===== config.mk =====
export PLATFORM = sky130hd
export DESIGN_NAME = keypad_emulator
export DESIGN_NICKNAME = d
export VERILOG_FILES = /design/src/rtl/keypad_pkg.sv /design/src/rtl/keypad_emulator_bounce_lfsr.sv /design/src/rtl/keypad_emulator.sv
export SDC_FILE = /design/constraint.sdc
export NUM_CORES = 1
export LEC_CHECK = 0
export BUFFER_PORTS_ARGS = -buffer_cell sky130_fd_sc_hd__buf_2
export CORE_ASPECT_RATIO = 0.5
export CORE_MARGIN = 2
export CORE_UTILIZATION = 56
export CTS_BUF_LIST = sky130_fd_sc_hd__clkbuf_4 sky130_fd_sc_hd__clkbuf_8
export CTS_CLUSTER_DIAMETER = 80
export CTS_CLUSTER_SIZE = 30
export DETAILED_ROUTE_END_ITERATION = 8
export PLACE_DENSITY = 0.81
export SYNTH_ARGS = -nofsm -noshare
export SYNTH_HDL_FRONTEND = slang
export SYNTH_SLANG_ARGS = --single-unit

===== constraint.sdc =====
create_clock -name CLK -period 1.95 [get_ports CLK]
set_input_delay 0.0975 -clock CLK [delete_from_list [all_inputs] [get_ports CLK]]
set_output_delay 0.0975 -clock CLK [all_outputs]
set_load 0.02 [all_outputs]

===== src/rtl/keypad_pkg.sv =====
// Shared definitions for the 4x4 keypad scanner and its on-chip keypad emulator:
// emulator state encoding, row-select patterns, digit-to-scan-code map and the
// bounce LFSR step function.
package keypad_pkg;

   // Emulator state encoding
   localparam logic [2:0] STATE_IDLE       = 3'd0;
   localparam logic [2:0] STATE_BOUNCE_IN  = 3'd1;
   localparam logic [2:0] STATE_HOLD       = 3'd2;
   localparam logic [2:0] STATE_BOUNCE_OUT = 3'd3;
   localparam logic [2:0] STATE_GAP        = 3'd4;

   typedef enum logic [2:0] {
      ST_IDLE       = STATE_IDLE,
      ST_BOUNCE_IN  = STATE_BOUNCE_IN,
      ST_HOLD       = STATE_HOLD,
      ST_BOUNCE_OUT = STATE_BOUNCE_OUT,
      ST_GAP        = STATE_GAP
   } state_t;

   // Active-low row-select patterns driven by the scanner
   localparam logic [3:0] ROW_SEL_0 = 4'b1110;
   localparam logic [3:0] ROW_SEL_1 = 4'b1101;
   localparam logic [3:0] ROW_SEL_2 = 4'b1011;
   localparam logic [3:0] ROW_SEL_3 = 4'b0111;

   // Scan code = {row index, column index}
   localparam logic [3:0] KEY_CLEAR = 4'h8;

   // Bounce generator reset value; any non-zero seed works
   localparam logic [7:0] LFSR_SEED = 8'hA5;

   // Map a decimal digit (0-9) to its scan code; anything else is the clear key
   function automatic logic [3:0] digit_to_code(input logic [3:0] digit);
      logic [3:0] code;
      case (digit)
         4'd0:    code = 4'hC;
         4'd1:    code = 4'hD;
         4'd2:    code = 4'h9;
         4'd3:    code = 4'h5;
         4'd4:    code = 4'hE;
         4'd5:    code = 4'hA;
         4'd6:    code = 4'h6;
         4'd7:    code = 4'hF;
         4'd8:    code = 4'hB;
         4'd9:    code = 4'h7;
         default: code = KEY_CLEAR;
      endcase
      return code;
   endfunction

   // One Fibonacci step of x^8+x^6+x^5+x^4+1 (maximal length, zero never reached
   // from a non-zero seed)
   function automatic logic [7:0] lfsr_next(input logic [7:0] s);
      return {s[6:0], s[7] ^ s[5] ^ s[4] ^ s[3]};
   endfunction

endpackage


===== src/rtl/keypad_emulator_bounce_lfsr.sv =====
// Free-running 8-bit pseudo-random source used to make contact bounce.
module bounce_lfsr
   import keypad_pkg::*;
#(
   parameter logic [7:0] SEED = LFSR_SEED
) (
   input  logic       CLK,
   input  logic       RESET,
   output logic [7:0] lfsr_state
);

   logic [7:0] lfsr_d;
   logic [7:0] lfsr_q;

   // Next LFSR value; the register advances on every clock
   always_comb begin
      lfsr_d = lfsr_next(lfsr_q);
   end

   // LFSR register, reloads the seed on reset
   always_ff @(posedge CLK or posedge RESET) begin
      if (RESET) begin
         lfsr_q <= SEED;
      end else begin
         lfsr_q <= lfsr_d;
      end
   end

   assign lfsr_state = lfsr_q;

endmodule


===== src/rtl/keypad_emulator.sv =====
// 4x4 matrix keypad model: accepts one key request at a time and plays it back
// as bounce-in, solid hold, bounce-out and an open gap, answering the scanner's
// active-low ROW drive with an active-high COLUMN return.
//
// Handshake: KEY_REQ is sampled only while idle; the accepting edge latches
// KEY_CODE and BUSY rises right after it. Requests while BUSY are dropped, not
// queued. DONE is a single-cycle pulse in the first idle cycle after the gap,
// and a request presented in that cycle is accepted.
module keypad_emulator
   import keypad_pkg::*;
#(
   parameter int BOUNCE_CYCLES = 2000,
   parameter int HOLD_CYCLES   = 200000,
   parameter int GAP_CYCLES    = 50000,
   parameter int CNT_W         = 24
) (
   input  logic       CLK,
   input  logic       RESET,
   input  logic       KEY_REQ,
   input  logic [3:0] KEY_CODE,
   input  logic [3:0] ROW,
   output logic [3:0] COLUMN,
   output logic       BUSY,
   output logic       DONE
);

   // Terminal counts; the bounce value is unused when bounce is disabled
   localparam bit             HAS_BOUNCE  = (BOUNCE_CYCLES != 0);
   localparam logic [CNT_W-1:0] BOUNCE_LAST = CNT_W'(BOUNCE_CYCLES - 1);
   localparam logic [CNT_W-1:0] HOLD_LAST   = CNT_W'(HOLD_CYCLES - 1);
   localparam logic [CNT_W-1:0] GAP_LAST    = CNT_W'(GAP_CYCLES - 1);

   state_t           state_q,   state_d;
   logic [CNT_W-1:0] cnt_q,     cnt_d;
   logic [1:0]       r_row_q,   r_row_d;
   logic [1:0]       r_col_q,   r_col_d;
   logic             contact_q, contact_d;
   logic             busy_q,    busy_d;
   logic             done_q,    done_d;

   logic [7:0]       lfsr_state;
   logic             unused_lfsr;

   bounce_lfsr #(
      .SEED (LFSR_SEED)
   ) u_lfsr (
      .CLK        (CLK),
      .RESET      (RESET),
      .lfsr_state (lfsr_state)
   );

   // Only bit 0 drives bounce; the rest of the state is carried for observability
   assign unused_lfsr = ^lfsr_state[7:1];

   // Phase sequencing: each phase runs until its counter reaches PARAM-1
   always_comb begin
      state_d = state_q;
      cnt_d   = cnt_q + CNT_W'(1);
      r_row_d = r_row_q;
      r_col_d = r_col_q;
      case (state_q)
         ST_IDLE: begin
            cnt_d = '0;
            if (KEY_REQ) begin
               r_row_d = KEY_CODE[3:2];
               r_col_d = KEY_CODE[1:0];
               state_d = HAS_BOUNCE ? ST_BOUNCE_IN : ST_HOLD;
            end
         end
         ST_BOUNCE_IN: begin
            if (cnt_q == BOUNCE_LAST) begin
               state_d = ST_HOLD;
               cnt_d   = '0;
            end
         end
         ST_HOLD: begin
            if (cnt_q == HOLD_LAST) begin
               state_d = HAS_BOUNCE ? ST_BOUNCE_OUT : ST_GAP;
               cnt_d   = '0;
            end
         end
         ST_BOUNCE_OUT: begin
            if (cnt_q == BOUNCE_LAST) begin
               state_d = ST_GAP;
               cnt_d   = '0;
            end
         end
         ST_GAP: begin
            if (cnt_q == GAP_LAST) begin
               state_d = ST_IDLE;
               cnt_d   = '0;
            end
         end
         default: begin
            state_d = ST_IDLE;
            cnt_d   = '0;
         end
      endcase
   end

   // Registered outputs computed from the state being entered, so contact,
   // BUSY and DONE line up with the cycle they describe
   always_comb begin
      contact_d = 1'b0;
      case (state_d)
         ST_HOLD:       contact_d = 1'b1;
         // Last bounce-in cycle lands closed so HOLD starts from a clean make
         ST_BOUNCE_IN:  contact_d = (cnt_d == BOUNCE_LAST) ? 1'b1 : lfsr_state[0];
         // Last bounce-out cycle lands open so GAP starts from a clean break
         ST_BOUNCE_OUT: contact_d = (cnt_d == BOUNCE_LAST) ? 1'b0 : lfsr_state[0];
         default:       contact_d = 1'b0;
      endcase
      busy_d = (state_d != ST_IDLE);
      done_d = (state_q == ST_GAP) && (state_d == ST_IDLE);
   end

   // FSM, phase counter, latched key and output registers
   always_ff @(posedge CLK or posedge RESET) begin
      if (RESET) begin
         state_q   <= ST_IDLE;
         cnt_q     <= '0;
         r_row_q   <= 2'd0;
         r_col_q   <= 2'd0;
         contact_q <= 1'b0;
         busy_q    <= 1'b0;
         done_q    <= 1'b0;
      end else begin
         state_q   <= state_d;
         cnt_q     <= cnt_d;
         r_row_q   <= r_row_d;
         r_col_q   <= r_col_d;
         contact_q <= contact_d;
         busy_q    <= busy_d;
         done_q    <= done_d;
      end
   end

   // Column return follows ROW with no register stage; other rows are don't-care
   always_comb begin
      COLUMN = 4'h0;
      if (contact_q && !ROW[r_row_q]) begin
         COLUMN[r_col_q] = 1'b1;
      end
   end

   assign BUSY = busy_q;
   assign DONE = done_q;

endmodule


## Yosys cells after proc, flatten, opt, wreduce, memory -nomap -nowiden

Index checks and enable logic that the tools add are counted.

| word-level totals | value |
|---|---|
| register bits | 42 |
| memories | 0 |
| bits of input ports | 11 |
| memory bits (read-only) | 0 |
| logic and storage cells | 53 |
| latch bits | 0 |
| memory bits (writable) | 0 |

| cells by class | value |
|---|---|
| bitwise gates (word level) | 3 |
| $mul | 0 |
| magnitude comparators | 3 |
| equal/unequal tests | 11 |
| reduce and logical (&&, ||, !) cells | 9 |
| mux-type cells | 18 |
| add/sub/neg operators | 1 |
| div/mod/pow operators | 0 |
| shift-type cells | 0 |

Operators by type and width:

| operator | count |
|---|---|
| 24-bit two-way mux | 3 |
| 24-bit case mux with 3 select lines | 1 |
| 24-bit by 11-bit equality test with 1-bit output, second input constant | 2 |
| 24-bit by 1-bit adder with 24-bit output, second input constant | 1 |
| 24-bit by 16-bit equality test with 1-bit output, second input constant | 1 |
| 24-bit by 18-bit equality test with 1-bit output, second input constant | 1 |
| 3-bit two-way mux | 5 |
| 3-bit case mux with 5 select lines | 1 |
| 3-bit by 2-bit equality test with 1-bit output, second input constant | 4 |
| 3-bit by 1-bit equality test with 1-bit output, second input constant | 2 |
| 3-bit logical NOT | 2 |
| 2-bit by 3-bit < comparator with 1-bit output, second input constant | 2 |
| 1-bit two-way mux | 4 |
| 4-bit two-way mux | 1 |
| 3-bit equality test, second input constant | 1 |
| 1-bit logical AND | 3 |
| 1-bit case mux with 3 select lines | 1 |
| 3-bit nonzero test | 1 |
| 1-bit XOR | 3 |
| 1-bit binary-select mux with 2-bit select | 1 |
| 1-bit demux with 2-bit select | 1 |
| 2-bit by 1-bit >= comparator with 1-bit output, second input constant | 1 |
| 2-bit AND reduction | 1 |
| 2-bit OR reduction | 1 |
| 1-bit logical NOT | 1 |

## Depth between registers and ports, before layout

Gate-level depths: netlist of the first run.

| depth | value |
|---|---|
| word-level depth | 6 |
| gate-level depth with buffers | 8 |
| mapped depth without buffers | 8 |

## By module

A second synthesis of the first run with hierarchy kept.

| second synthesis, totals | value |
|---|---|
| cells, all modules | 240 |
| area, all modules | 2,373.5 um^2 |

By module, submodules not included:

| module | cells each | instances | area each (um^2) |
|---|---|---|---|
| keypad_emulator | 221 | 1 | 2,085.8 |
| bounce_lfsr | 19 | 1 | 287.8 |

## Least setup slack after synthesis of the first run

No wires, ideal clock.

| timing path | value |
|---|---|
| path kind | register to register |
| from | register state_q[1] |
| to | register contact_q |
| path buffers | 1 |
| cell stages (with the launch flop) | 9 |
| path slack | -76 ps |
| required time | 1,819 ps |
| data arrival time | 1,895 ps |
| cell sequence | dfrtp_1 > buf_2 > or3_4 > and2_4 > a31oi_4 > mux2i_1 > a2111oi_4 > and3_1 > o211ai_1 |

| on the way | value |
|---|---|
| longest elaborated chain between the ends | 6 |
| elaborated cells between the ends (all ways) | 20 |
| those cells by class | eq/ne: 8; mux: 10; reduce/logical: 2 |

RTL lines:

| item | line | RTL |
|---|---|---|
| start: declaration | keypad_emulator.sv:33 | `state_t state_q, state_d;` |
| start signal: assignment | keypad_emulator.sv:128 | `state_q <= state_d;` |
| 3-bit by 2-bit equality test with 1-bit output or 3-bit by 1-bit equality test with 1-bit output (tied branches) | keypad_emulator.sv:61 | `case (state_q)` |
| 2-bit OR reduction (no line) | n/a |  |
| 24-bit case mux with 3 select lines | keypad_emulator.sv:61 |  |
| 24-bit by 11-bit equality test with 1-bit output | keypad_emulator.sv:108, keypad_emulator.sv:110 |  |
| 1-bit two-way mux, on equally long branches | keypad_emulator.sv:110, keypad_emulator.sv:108 |  |
| 1-bit case mux with 3 select lines (*) | keypad_emulator.sv:105 | `case (state_d)` |
| named net contact_d | keypad_emulator.sv:37 | `logic contact_q, contact_d;` |
| end signal: assignment | keypad_emulator.sv:132 | `contact_q <= contact_d;` |
| end: declaration | keypad_emulator.sv:37 |  |

Mark *: on every way through the listed nets, which the timed path passes. The rest lies on a longest branch.
A chain may end at the register's enable or synchronous reset.

## Worst setup path after layout of the first run

| timing path | value |
|---|---|
| from | register cnt_q[4] |
| to | register contact_q |

| on the way | value |
|---|---|
| longest elaborated chain between the ends | 6 |
| elaborated cells between the ends (all ways) | 20 |
| those cells by class | add/sub: 1; eq/ne: 7; mux: 12 |

RTL lines:

| item | line | RTL |
|---|---|---|
| start: declaration | keypad_emulator.sv:34 | `logic [CNT_W-1:0] cnt_q, cnt_d;` |
| start signal: assignment | keypad_emulator.sv:129 | `cnt_q <= cnt_d;` |
| 24-bit by 1-bit adder with 24-bit output, or another cell as far along | keypad_emulator.sv:58 | `cnt_d = cnt_q + CNT_W'(1);` |
| 24-bit two-way mux, on equally long branches | n/a |  |
| 24-bit case mux with 3 select lines (*) | keypad_emulator.sv:61 |  |
| named net cnt_d[12] | keypad_emulator.sv:34 |  |
| 24-bit by 11-bit equality test with 1-bit output (*) | keypad_emulator.sv:108, keypad_emulator.sv:110 |  |
| 1-bit two-way mux, on equally long branches | keypad_emulator.sv:110, keypad_emulator.sv:108 |  |
| 1-bit case mux with 3 select lines (*) | keypad_emulator.sv:105 |  |
| named net contact_d | keypad_emulator.sv:37 |  |

Marks and branches as above.

==> metrics.sh, run 1 <==
FINALHOLDVIOLATIONS=0
ASYNC_RESET_FF_SHARE_PCT=100
CLOCK_LATENCY_LATE_SINK_PS=310
DOMINANTREGCELLSYNTH='sky130_fd_sc_hd__dfrtp_1'
SLEW_HEADROOM_PCT=64.4
START_KIND='flop'
GRT_SETUP_UNREPAIRED='yes'
SETUP.REG_TO_REG.WORST_SLACK_PS=-320
FINAL_PERIOD_MINUS_WORST_SETUP_SLACK_PS=2270
NNETSFINAL=316
ENDPOINT_KIND_OF_THE_WORST_SETUP_TIMING_PATH='flop'
REMAINING_DRC_ERRORS=0
FIRST_GLOBAL_VIAS=2372
DR_TOTAL_VIAS=2457
WORST_SLACK_PS=-324
SYNTH.LIB_CELLS_USED.DISTINCT=60
DIE_W_UM=95.0
FIN_HOLD_WS_PS=28.8
ROUTABILITYCONGESTION=1.02
DETAILEDPLACEMENTHPWL_UM=4350
FLOORPLAN.DIE.HEIGHT_UM=49.5
PIN_SLEW_WITH_THE_LEAST_HEADROOM_TO_ITS_LIMIT_PS=534
YOSYS_REGISTER_BITS=42
CLOCKROOTBUFFER='sky130_fd_sc_hd__clkbuf_8'
SYNTH_SEQ_AREA_SHARE_PCT=45.5
SYNTHESIS.INSTANCES=219
CRITPATHARRIVALTIME_PS=2500
SYN-CELL-AREA_UM2=2320
DIE_AREA_UM2=4700
ROUTED_WIRE_LENGTH_PER_INSTANCE_UM=24.9
HOLD-PATH-CELL-COUNT=2
POST_CTS_CLOCK_SLEW_AT_THE_LAUNCH_AND_CAPTURE_REGISTERS_OF_THE_WORST_SETUP_AND_HOLD_PATHS_PS=90
MEAN_INSTANCE_SIZE_IN_THE_SYNTHESIZED_NETLIST_UM2=10.6
INITIAL_UTILIZATION_PCT=58.8
MAXCLOCKFREQUENCY_MHz=440
DRT_ITER0_MARKERS=425
HTREE_LEVELS=2
DRV_SLEW=0
INSERTEDDIODECOUNT=0
CTS.SINK_COUNT=42
FINALCRITPERIODSHARE_PCT=117
SYNTH_ENABLE_FLOP_CELLS=0
LAYOUT.CELLS.MOST_COMMON='sky130_fd_sc_hd__buf_4'
PLACEMENT.IO_BUFFERS=16
FINALWIRELENGTH_UM=8930
HIGHEST_IR_DROP_SEEN_ON_VDD_V=0.000516
OUTCOME='finished, violations left'
SETUP_TNS_PS=-3790
TIMING.MAX_CAP.VIOLATIONS=0
CRITPATHKIND='flop to flop'
CORE_UTIL_FINAL_PCT=84.4
CLOCK-SKEW-FINAL_PS=12.3
CTS_TREE='yes'
GRT.TOTAL_USAGE_PCT=36.9
DRT.ANTENNA.VIOLATING_NETS=0
GLOBALROUTE.TOTALOVERFLOW=0
FINALPOWER_W=0.00165
CRITICAL_PATH_MAXIMUM_FANOUT=5
TOTAL_LEAKAGE_POWER_nW=1.54
VIA_TO_CELL_RATIO=6.84
GRT_ANTENNA_BEFORE_REPAIR=0
DRT_PRE_ANTENNA_ITERS=5
TRITONCTS.NUM_BUFFERS=5
BUFS_ON_LONGEST_CLOCK_PATH=2
FINAL_LAYOUT_SIZE_SUFFIX_GT1_SHARE_PCT=50.8
NUM_ROWS=16
SYNTH_FP_NETS=231
MOSTFREQUENTLAYOUTCELLS='66 x sky130_fd_sc_hd__buf_4, 31 x sky130_fd_sc_hd__dfrtp_1, 30 x sky130_fd_sc_hd__nor2_1'
WORST-R2R-CELL-COUNT=9
YOSYSWARNINGCOUNT=0
GRT_PASS1_WL_UM=12700
PIN_COUNT=17
FAILED_CHECKS='setup timing'
WORSTPATHREQUIRED_PS=2180
SYNTHTOLAYOUTAREAGROWTH_PCT=43.6
HOLD_PATH.CLASS='input pin to flop'
PLACEMENT.SETUP.WORST_SLACK_PS=-187
CELLPOWERDENSITY_nW_PER_UM2=495
CORE_AREA_UM2=3940
GRT_MAX_DEGREE=43
NUMBER_OF_SETUP_VIOLATIONS_IN_THE_FINAL_REPORT=24
[path summary, 6_finish.rpt]
check	startpoint	to
worst max-delay path	cnt_q[4]$_DFF_PP0_	contact_q$_DFF_PP0_
worst min-delay path	KEY_CODE[3]	r_row_q[1]$_DFFE_PP0P_
worst max register to register	cnt_q[4]$_DFF_PP0_	contact_q$_DFF_PP0_
worst min register to register	u_lfsr.lfsr_state[6]$_DFF_PP0_	u_lfsr.lfsr_state[7]$_DFF_PP1_
max in group asynchronous	RESET	cnt_q[13]$_DFF_PP0_
min in group asynchronous	RESET	contact_q$_DFF_PP0_
[flip-flops by register name (all words and copies together), names as in the netlist]
register,flops
contact_q,1
r_col_q,2
u_lfsr.lfsr_state,8
cnt_q,24
BUSY,1
DONE,1
r_row_q,2
state_q,3
[stage by stage]
stage	area, um2	instances
2_1_floorplan	2350	219
3_5_place_dp	2860	336
4_1_cts	3250	356
5_1_grt	3330	359
3_3_place_gp	2860	336
6_report	3330	359
[layout make-up]
class	instances	area, um2
repair buffers	85	623
clock inverters	2	37.5
well taps	54	67.6
clock buffers	6	76.3
multi-input cells	162	1430
inverters	8	30.0
fillers	151	616
flip-flops and latches	42	1060
[synthesized netlist by cell type (2+ instances only)]
library cell | number | share of area [%]
sky130_fd_sc_hd__nand3_2 | 2 | 0.86
sky130_fd_sc_hd__dfstp_2 | 4 | 4.5
sky130_fd_sc_hd__and3_1 | 4 | 1.1
sky130_fd_sc_hd__mux2_2 | 4 | 1.9
sky130_fd_sc_hd__nor3b_2 | 2 | 1.1
sky130_fd_sc_hd__nor4_1 | 4 | 1.1
sky130_fd_sc_hd__a21oi_1 | 2 | 0.43
sky130_fd_sc_hd__nor3_1 | 6 | 1.3
sky130_fd_sc_hd__nand3_1 | 11 | 2.4
sky130_fd_sc_hd__xor2_1 | 6 | 2.3
sky130_fd_sc_hd__xnor2_1 | 18 | 6.8
sky130_fd_sc_hd__buf_2 | 5 | 1.1
sky130_fd_sc_hd__nor3b_1 | 2 | 0.65
sky130_fd_sc_hd__and2_1 | 4 | 1.1
sky130_fd_sc_hd__nand4b_1 | 2 | 0.76
sky130_fd_sc_hd__and4_2 | 2 | 0.86
sky130_fd_sc_hd__mux2i_1 | 2 | 0.86
sky130_fd_sc_hd__nand2b_1 | 2 | 0.54
sky130_fd_sc_hd__dfrtp_1 | 38 | 41
sky130_fd_sc_hd__nor2_1 | 33 | 5.3
sky130_fd_sc_hd__nor2b_1 | 4 | 1.1
sky130_fd_sc_hd__nand4_1 | 8 | 2.2
sky130_fd_sc_hd__nand2_1 | 8 | 1.3
sky130_fd_sc_hd__inv_1 | 8 | 1.3
sky130_fd_sc_hd__o31ai_1 | 2 | 0.65
sky130_fd_sc_hd__buf_6 | 2 | 0.97
[power by group]
part	switching (W)	total (W)	internal, W
clock	0.000327	0.000723	0.000396
sequential	0.00000652	0.000881	0.000875
combinational	0.0000272	0.0000440	0.0000168
total	0.000361	0.00165	0.00129
[worst max-delay path, cell delays in order (launching register included)]
cell and delay, ps:
sky130_fd_sc_hd__dfrtp_1 430, sky130_fd_sc_hd__buf_4 150, sky130_fd_sc_hd__buf_4 140, sky130_fd_sc_hd__nand3_1 130, sky130_fd_sc_hd__nor4_2 290, sky130_fd_sc_hd__mux2i_2 370, sky130_fd_sc_hd__nor2_1 100, sky130_fd_sc_hd__and4_2 250
sky130_fd_sc_hd__and3_1 170, sky130_fd_sc_hd__o211ai_1 160
[repair_timing]
item                                    in CTS  in global routing
endpoints found under the hold margin       38                  0
pin swaps                                   14                  4
endpoints found under the setup margin      22                 27
cloned                                       0                  0
hold buffers                                 1                  0
gates resized for setup                     35                 12
buffers inserted                            11                  3
[cells by family after synthesis]
family	count (synthesis)	share of synthesized area (%)
AND/OR/NAND/NOR	115	31.2
flip-flops	42	45.5
XOR/XNOR	24	9.07
AO/OA/AOI/OAI	15	6.53
buffers and inverters	15	3.35
multiplexers	7	3.78
adder cells (fa/ha/maj)	1	0.540
[per-layer routing]
metal	wire length, um	share of wire (%)	up-vias	GRT usage, %
met5	0	0	-	0
met4	742	8.3	0	20.8
met3	1120	13	91	10.9
met2	3930	44	268	60.8
met1	3140	35	1148	43.4
li1	-	-	950	-
Note: power is estimated with default switching activity, not from simulation.
==> inputs of run 2 (changes only) <==
- ABC_AREA: unset -> 0
- CELL_PAD_IN_SITES_DETAIL_PLACEMENT: unset -> 0
- CELL_PAD_IN_SITES_GLOBAL_PLACEMENT: unset -> 1
- CORE_UTILIZATION: 56 -> 45
==> run 2 against run 1 <==
  * Cell area barely moved
  * Register-to-register slack improved by 190 ps
  * Setup slack gained 190 ps
  * Critical endpoint unchanged
  * The run still ends with setup timing left
  * Clock-buffer cell count stayed put
  * Flip-flop and latch count unchanged
  * Power decreased by 1.4%
  * Worst hold slack improved by 2.9 ps
  * Clock skew fell by 7.7 ps
  * Sequential power barely moved
==> metrics.sh, run 2 (synthesized netlist as in run 1, its figures left out) <==
PLACEMENT.IO_BUFFERS=16
DRT_PRE_ANTENNA_ITERS=4
HOLD_PATH_STARTPOINT='KEY_CODE[2]'
DIE_AREA_UM2=5780
CELLPOWERDENSITY_nW_PER_UM2=489
REMAINING_DRC_ERRORS=0
LAYOUT.CELLS.MOST_COMMON='sky130_fd_sc_hd__buf_4'
VIA_TO_CELL_RATIO=5.45
ROUTABILITYCONGESTION=0.999
WORST_SLACK_PS=-137
START_KIND='flop'
SETUP_TNS_PS=-257
MOSTFREQUENTLAYOUTCELLS='61 x sky130_fd_sc_hd__buf_4, 30 x sky130_fd_sc_hd__nor2_1, 28 x sky130_fd_sc_hd__dfrtp_1'
SYNTHTOLAYOUTAREAGROWTH_PCT=43.5
DR_TOTAL_VIAS=2027
FAILED_CHECKS='setup timing'
INITIAL_UTILIZATION_PCT=46.8
CTS_TREE='yes'
WORST_R2R_ENDPOINT='contact_q$_DFF_PP0_'
FINALWIRELENGTH_UM=6660
WORST_R2R_STARTPOINT='cnt_q[12]$_DFF_PP0_'
FINAL_LAYOUT_SIZE_SUFFIX_GT1_SHARE_PCT=52.6
MAXCLOCKFREQUENCY_MHz=479
LARGEST-REGISTER='cnt_q'
FINISH.CELL_COUNT_WITHOUT_FILLERS=372
CLOCK-SKEW-FINAL_PS=4.63
OUTCOME='finished, violations left'
FIRST_GLOBAL_VIAS=2001
HIGHEST_IR_DROP_SEEN_ON_VDD_V=0.000326
INSERTEDDIODECOUNT=0
NUM-FILL-CELLS=356
NUMBER_OF_SETUP_VIOLATIONS_IN_THE_FINAL_REPORT=2
TOTAL_LEAKAGE_POWER_nW=1.52
PIN_COUNT=17
NUMPLACEDINSTANCES=350
GRT_PASS1_WL_UM=10200
CTS.SINK_COUNT=42
GRT_SETUP_UNREPAIRED='yes'
BUFS_ON_LONGEST_CLOCK_PATH=2
HTREE_LEVELS=2
TRITONCTS.NUM_BUFFERS=5
ROUTED_WIRE_LENGTH_PER_INSTANCE_UM=17.9
POST_CTS_CLOCK_SLEW_AT_THE_LAUNCH_AND_CAPTURE_REGISTERS_OF_THE_WORST_SETUP_AND_HOLD_PATHS_PS=80
LARGEST_REG_FLOPS=24
CRITPATHARRIVALTIME_PS=2260
SLEW_HEADROOM_PCT=58.8
CLOCKROOTBUFFER='sky130_fd_sc_hd__clkbuf_8'
TIMING.MAX_CAP.VIOLATIONS=0
DIE_W_UM=106
DRT.ANTENNA.VIOLATING_NETS=0
DRT_ITER0_MARKERS=117
CRITICAL_PATH_MAXIMUM_FANOUT=4
FLOORPLAN.DIE.HEIGHT_UM=54.8
PIN_SLEW_WITH_THE_LEAST_HEADROOM_TO_ITS_LIMIT_PS=618
ENDPOINT_KIND_OF_THE_WORST_SETUP_TIMING_PATH='flop'
HOLD-PATH-CELL-COUNT=2
NUM_ROWS=18
DRV_SLEW=0
GRT.TOTAL_USAGE_PCT=24.0
GRT_MAX_DEGREE=28
CLOCK_LATENCY_LATE_SINK_PS=290
NNETSFINAL=313
CRITPATHKIND='flop to flop'
GLOBALROUTE.TOTALOVERFLOW=0
WORSTPATHREQUIRED_PS=2130
FINALCRITPERIODSHARE_PCT=107
FINALHOLDVIOLATIONS=0
CORE_AREA_UM2=4950
GRT_ANTENNA_BEFORE_REPAIR=0
FINAL_PERIOD_MINUS_WORST_SETUP_SLACK_PS=2090
HOLD-PATH-ENDPOINT='r_row_q[0]$_DFFE_PP0P_'
HOLD_PATH.CLASS='input pin to flop'
DETAILEDPLACEMENTHPWL_UM=4310
SETUP.REG_TO_REG.WORST_SLACK_PS=-140
CORE_UTIL_FINAL_PCT=67.1
WORST-R2R-CELL-COUNT=9
[run 2: worst max-delay path by stage]
stage	start	to	slack, ps	cells after the start
3_3_place_gp	cnt_q[12]$_DFF_PP0_	contact_q$_DFF_PP0_	-170	7
6_report	cnt_q[12]$_DFF_PP0_	contact_q$_DFF_PP0_	-140	9
2_1_floorplan	cnt_q[19]$_DFF_PP0_	contact_q$_DFF_PP0_	-30	7
3_5_place_dp	cnt_q[1]$_DFF_PP0_	contact_q$_DFF_PP0_	-200	8
4_1_cts	cnt_q[10]$_DFF_PP0_	contact_q$_DFF_PP0_	-110	9
5_1_grt	cnt_q[12]$_DFF_PP0_	contact_q$_DFF_PP0_	-200	9
[run 2: area by class of cell]
class                      count  area [um2]  share of cell area [%]
multi-input combinational    162        1420                    42.6
tap                           70        87.6                    2.63
clock inverter                 2        37.5                    1.13
clock buffer                   6        76.3                    2.29
timing repair buffer          82         611                    18.4
inverter                       8        30.0                   0.903
sequential                    42        1070                    32.1
[run 2: per-layer routing]
metal	vias to the layer above	track usage, %	routed length, um
li1	940	-	-
met1	996	29.1	2900
met2	71	42.4	3220
met3	20	6.07	358
met4	0	10.3	178
met5	-	0	0
[run 2: critical path: stages, from the launching register on]
cell	delay (ps)
sky130_fd_sc_hd__dfrtp_2	450
sky130_fd_sc_hd__nand3_4	130
sky130_fd_sc_hd__nor3_4	270
sky130_fd_sc_hd__buf_6	140
sky130_fd_sc_hd__buf_4	110
sky130_fd_sc_hd__nand3_2	100
sky130_fd_sc_hd__xor2_2	260
sky130_fd_sc_hd__and4_4	270
sky130_fd_sc_hd__and3_1	160
sky130_fd_sc_hd__o211ai_1	80
[run 2: what timing repair did]
item                                   4_1_cts  5_1_grt
hold buffers                                 1        0
setup endpoints to repair                   21       25
gates cloned                                 0        0
pin swaps                                   12        5
setup buffers                               11        2
endpoints found under the hold margin       11        0
resized for setup                           32       17
[run 2: through the flow]
stage / setup slack [ps] / total power (W) / hold slack [ps] / instance area [um2]
2_1_floorplan: -27.6 / 0.000916 / 249 / 2350
3_3_place_gp: -170 / 0.000936 / 192 / 2870
3_5_place_dp: -199 / 0.000938 / 205 / 2870
4_1_cts: -106 / 0.00164 / 26.5 / 3240
5_1_grt: -201 / 0.00169 / 23.2 / 3330
6_report: -137 / 0.00163 / 31.7 / 3330
[run 2: power by group]
part	total (W)	switching [W]	leakage, nW	internal, W
registers	0.000879	0.00000455	0.530	0.000875
logic	0.0000441	0.0000248	0.938	0.0000192
clock network	0.000703	0.000307	0.0548	0.000396
==> inputs of run 3 (changes only) <==
- CORE_UTILIZATION: 45 -> 44
- SYNTH_HIERARCHICAL: unset -> 1
==> run 3 against run 2 <==
  * The run still ends with setup timing left
  * Setup slack worse by 370 ps
  * Global-route usage is 0.96 points higher
  * Sequential share of layout area is 2.4 points lower
  * Flip-flop and latch count stayed put
  * Via count is 9.6% higher
  * Wire length is 5.8% higher
  * Critical path type unchanged
  * Critical endpoint unchanged
  * Largest cell class unchanged
==> metrics.sh, run 3 <==
OUTCOME='finished, violations left'
FAILED_CHECKS='setup timing'
CELLPOWERDENSITY_nW_PER_UM2=501
DRT.ANTENNA.VIOLATING_NETS=0
HTREE_LEVELS=2
LARGEST-REGISTER='cnt_q'
ROUTED_WIRE_LENGTH_PER_INSTANCE_UM=17.3
SETUP_TNS_PS=-5300
ROUTABILITYCONGESTION=0.873
CLOCK_LATENCY_LATE_SINK_PS=310
DRT_PRE_ANTENNA_ITERS=6
GRT_MAX_DEGREE=35
REMAINING_DRC_ERRORS=0
POST_CTS_CLOCK_SLEW_AT_THE_LAUNCH_AND_CAPTURE_REGISTERS_OF_THE_WORST_SETUP_AND_HOLD_PATHS_PS=80
NNETSFINAL=349
SYNTH_FP_NETS=246
CPPEAKSTAGEDELAY_PS=400
PLACEMENT.IO_BUFFERS=16
DETAILEDPLACEMENTHPWL_UM=4340
CLOCK-SKEW-FINAL_PS=8.47
HOLD_PATH.CLASS='input pin to flop'
GLOBALROUTE.TOTALOVERFLOW=0
FRACTION_OF_POWER_CONSUMED_BY_SEQUENTIAL_LOGIC_PCT=49.2
SYNTHTOLAYOUTAREAGROWTH_PCT=53.2
NUM_ROWS=18
MEAN_INSTANCE_SIZE_IN_THE_SYNTHESIZED_NETLIST_UM2=9.95
CELL_WITH_THE_LARGEST_STAGE_DELAY_ON_THE_WORST_PATH='sky130_fd_sc_hd__dfrtp_1'
CTS.SINK_COUNT=42
SLEW_HEADROOM_PCT=70.0
CRITPATHARRIVALTIME_PS=2710
NUM-FILL-CELLS=329
ENDPOINT_KIND_OF_THE_WORST_SETUP_TIMING_PATH='flop'
WORST-R2R-CELL-COUNT=9
DR_TOTAL_VIAS=2221
CTS_TREE='yes'
HIGHEST_IR_DROP_SEEN_ON_VDD_V=0.000276
YOSYSWARNINGCOUNT=6
FINISH.CELL_COUNT_WITHOUT_FILLERS=408
WORSTPATHREQUIRED_PS=2200
INITIAL_UTILIZATION_PCT=46.4
FIRST_GLOBAL_VIAS=2199
FINALHOLDVIOLATIONS=0
GRT_SETUP_UNREPAIRED='yes'
FINALCRITPERIODSHARE_PCT=126
NUMBER_OF_SETUP_VIOLATIONS_IN_THE_FINAL_REPORT=22
SYNTHESIS.INSTANCES=234
GRT.TOTAL_USAGE_PCT=25.0
VIA_TO_CELL_RATIO=5.44
WORST_SLACK_PS=-506
GRT_ANTENNA_BEFORE_REPAIR=0
PIN_COUNT=17
GRT.MET3_USAGE_PCT=7.67
CRIT_PATH_CELL_TRACE='ha_4 -> nand4_1 -> buf_4 -> or2_4 -> or3_1 -> a311o_1 -> nor2_1 -> and4_4 -> a221o_1'
PIN_SLEW_WITH_THE_LEAST_HEADROOM_TO_ITS_LIMIT_PS=449
DIE_W_UM=107
GRT-BUSIEST-LAYER='met2'
TOTAL_LEAKAGE_POWER_nW=1.60
SWITCHINGPOWER_W=0.000348
INTERNAL_POWER_W=0.00144
LARGEST_REG_FLOPS=24
TRITONCTS.NUM_BUFFERS=5
GRT_PASS1_WL_UM=11100
FLOORPLAN.DIE.HEIGHT_UM=55.4
CRITPATHKIND='flop to flop'
POWER_SWITCHING_SHARE_PCT=19.5
FINAL_PERIOD_MINUS_WORST_SETUP_SLACK_PS=2460
HOLD-PATH-CELL-COUNT=2
BUFS_ON_LONGEST_CLOCK_PATH=2
CLOCKPOWERSHARE_PCT=48.6
CRITICAL_PATH_MAXIMUM_FANOUT=4
START_KIND='flop'
CLOCKROOTBUFFER='sky130_fd_sc_hd__clkbuf_8'
INSERTEDDIODECOUNT=0
DRT_ITER0_MARKERS=127
CORE_AREA_UM2=5020
MAXCLOCKFREQUENCY_MHz=407
FINAL_LAYOUT_SIZE_SUFFIX_GT1_SHARE_PCT=50.3
SYN-CELL-AREA_UM2=2330
MET2_ROUTING_RESOURCE_USAGE_AFTER_GLOBAL_ROUTING_PCT=39.6
FINALWIRELENGTH_UM=7050
P_COMB_SHARE_PCT=2.2
DIE_AREA_UM2=5930
GLOBAL_ROUTING_USAGE_ON_MET1_PCT=32.3
DRV_SLEW=0
LAYOUT.CELLS.MOST_COMMON='sky130_fd_sc_hd__buf_4'
MOSTFREQUENTLAYOUTCELLS='87 x sky130_fd_sc_hd__buf_4, 35 x sky130_fd_sc_hd__dfrtp_1, 19 x sky130_fd_sc_hd__xnor2_1'
TIMING.MAX_CAP.VIOLATIONS=0
NUMPLACEDINSTANCES=379
run 3: path summary, 6_finish.rpt:
check                           slack (ps)                        endpoint                            from
worst max register to register        -510             contact_q$_DFF_PP0_              cnt_q[1]$_DFF_PP0_
max in group asynchronous             1170             cnt_q[12]$_DFF_PP0_                           RESET
worst max-delay path                  -510             contact_q$_DFF_PP0_              cnt_q[1]$_DFF_PP0_
worst min-delay path                    20          r_row_q[0]$_DFFE_PP0P_                     KEY_CODE[2]
worst min register to register         360  u_lfsr/lfsr_state[7]$_DFF_PP1_  u_lfsr/lfsr_state[6]$_DFF_PP0_
min in group asynchronous              280  u_lfsr/lfsr_state[4]$_DFF_PP0_                           RESET
run 3: cell type report:
cell class | instances | area, um2 | area share (%)
Tap cell | 70 | 87.6 | 2.46
Sequential cell | 42 | 1060 | 29.7
Timing Repair Buffer | 110 | 852 | 23.9
Clock inverter | 2 | 60.1 | 1.68
Inverter | 8 | 30.0 | 0.842
Clock buffer | 6 | 82.6 | 2.31
Multi-Input combinational cell | 170 | 1400 | 39.1
run 3: worst max-delay path: cells and delay by family, from the launching register on:
| kind | cells | cell delay [ps] |
|---|---|---|
| AO/OA/AOI/OAI | 2 | 470 |
| buffers and inverters | 1 | 220 |
| adder cells (fa/ha/maj) | 1 | 160 |
| flip-flops | 1 | 400 |
| AND/OR/NAND/NOR | 5 | 1180 |
run 3: stage by stage:
step	utilization [%]	total power (W)	setup slack (ps)	hold WS, ps	instance area, um2
global placement	59.8	0.000933	-363	42.4	3000
global route	71.0	0.00185	-610	17.3	3570
detailed placement	59.8	0.000935	-415	65.2	3000
floorplan	-	0.000916	-256	-89.7	2350
CTS	69.1	0.00180	-320	22.6	3470
finish	71.0	0.00179	-506	20.6	3570
run 3: power by group through the flow:
stage	logic, W	clock network [W]	registers [W]
after global routing	0.0000451	0.000928	0.000880
after detailed placement	0.0000392	0	0.000896
after global placement	0.0000378	0	0.000895
after CTS	0.0000408	0.000878	0.000878
final	0.0000396	0.000867	0.000878
after floorplan	0.0000210	0	0.000895
run 3: layer usage:
metal	part of all wire (%)	vias up	wire, um
met4	2.0	0	139
met1	46	1083	3210
met5	0	-	0
met2	46	78	3260
li1	-	1046	-
met3	6.2	14	440
run 3: what timing repair did:
item | 4_1_cts | 5_1_grt
hold buffers | 1 | 0
endpoints found under the hold margin | 42 | 0
cloned | 3 | 0
setup buffers | 16 | 5
pin swaps | 21 | 16
endpoints found under the setup margin | 23 | 26
gates resized for setup | 29 | 31
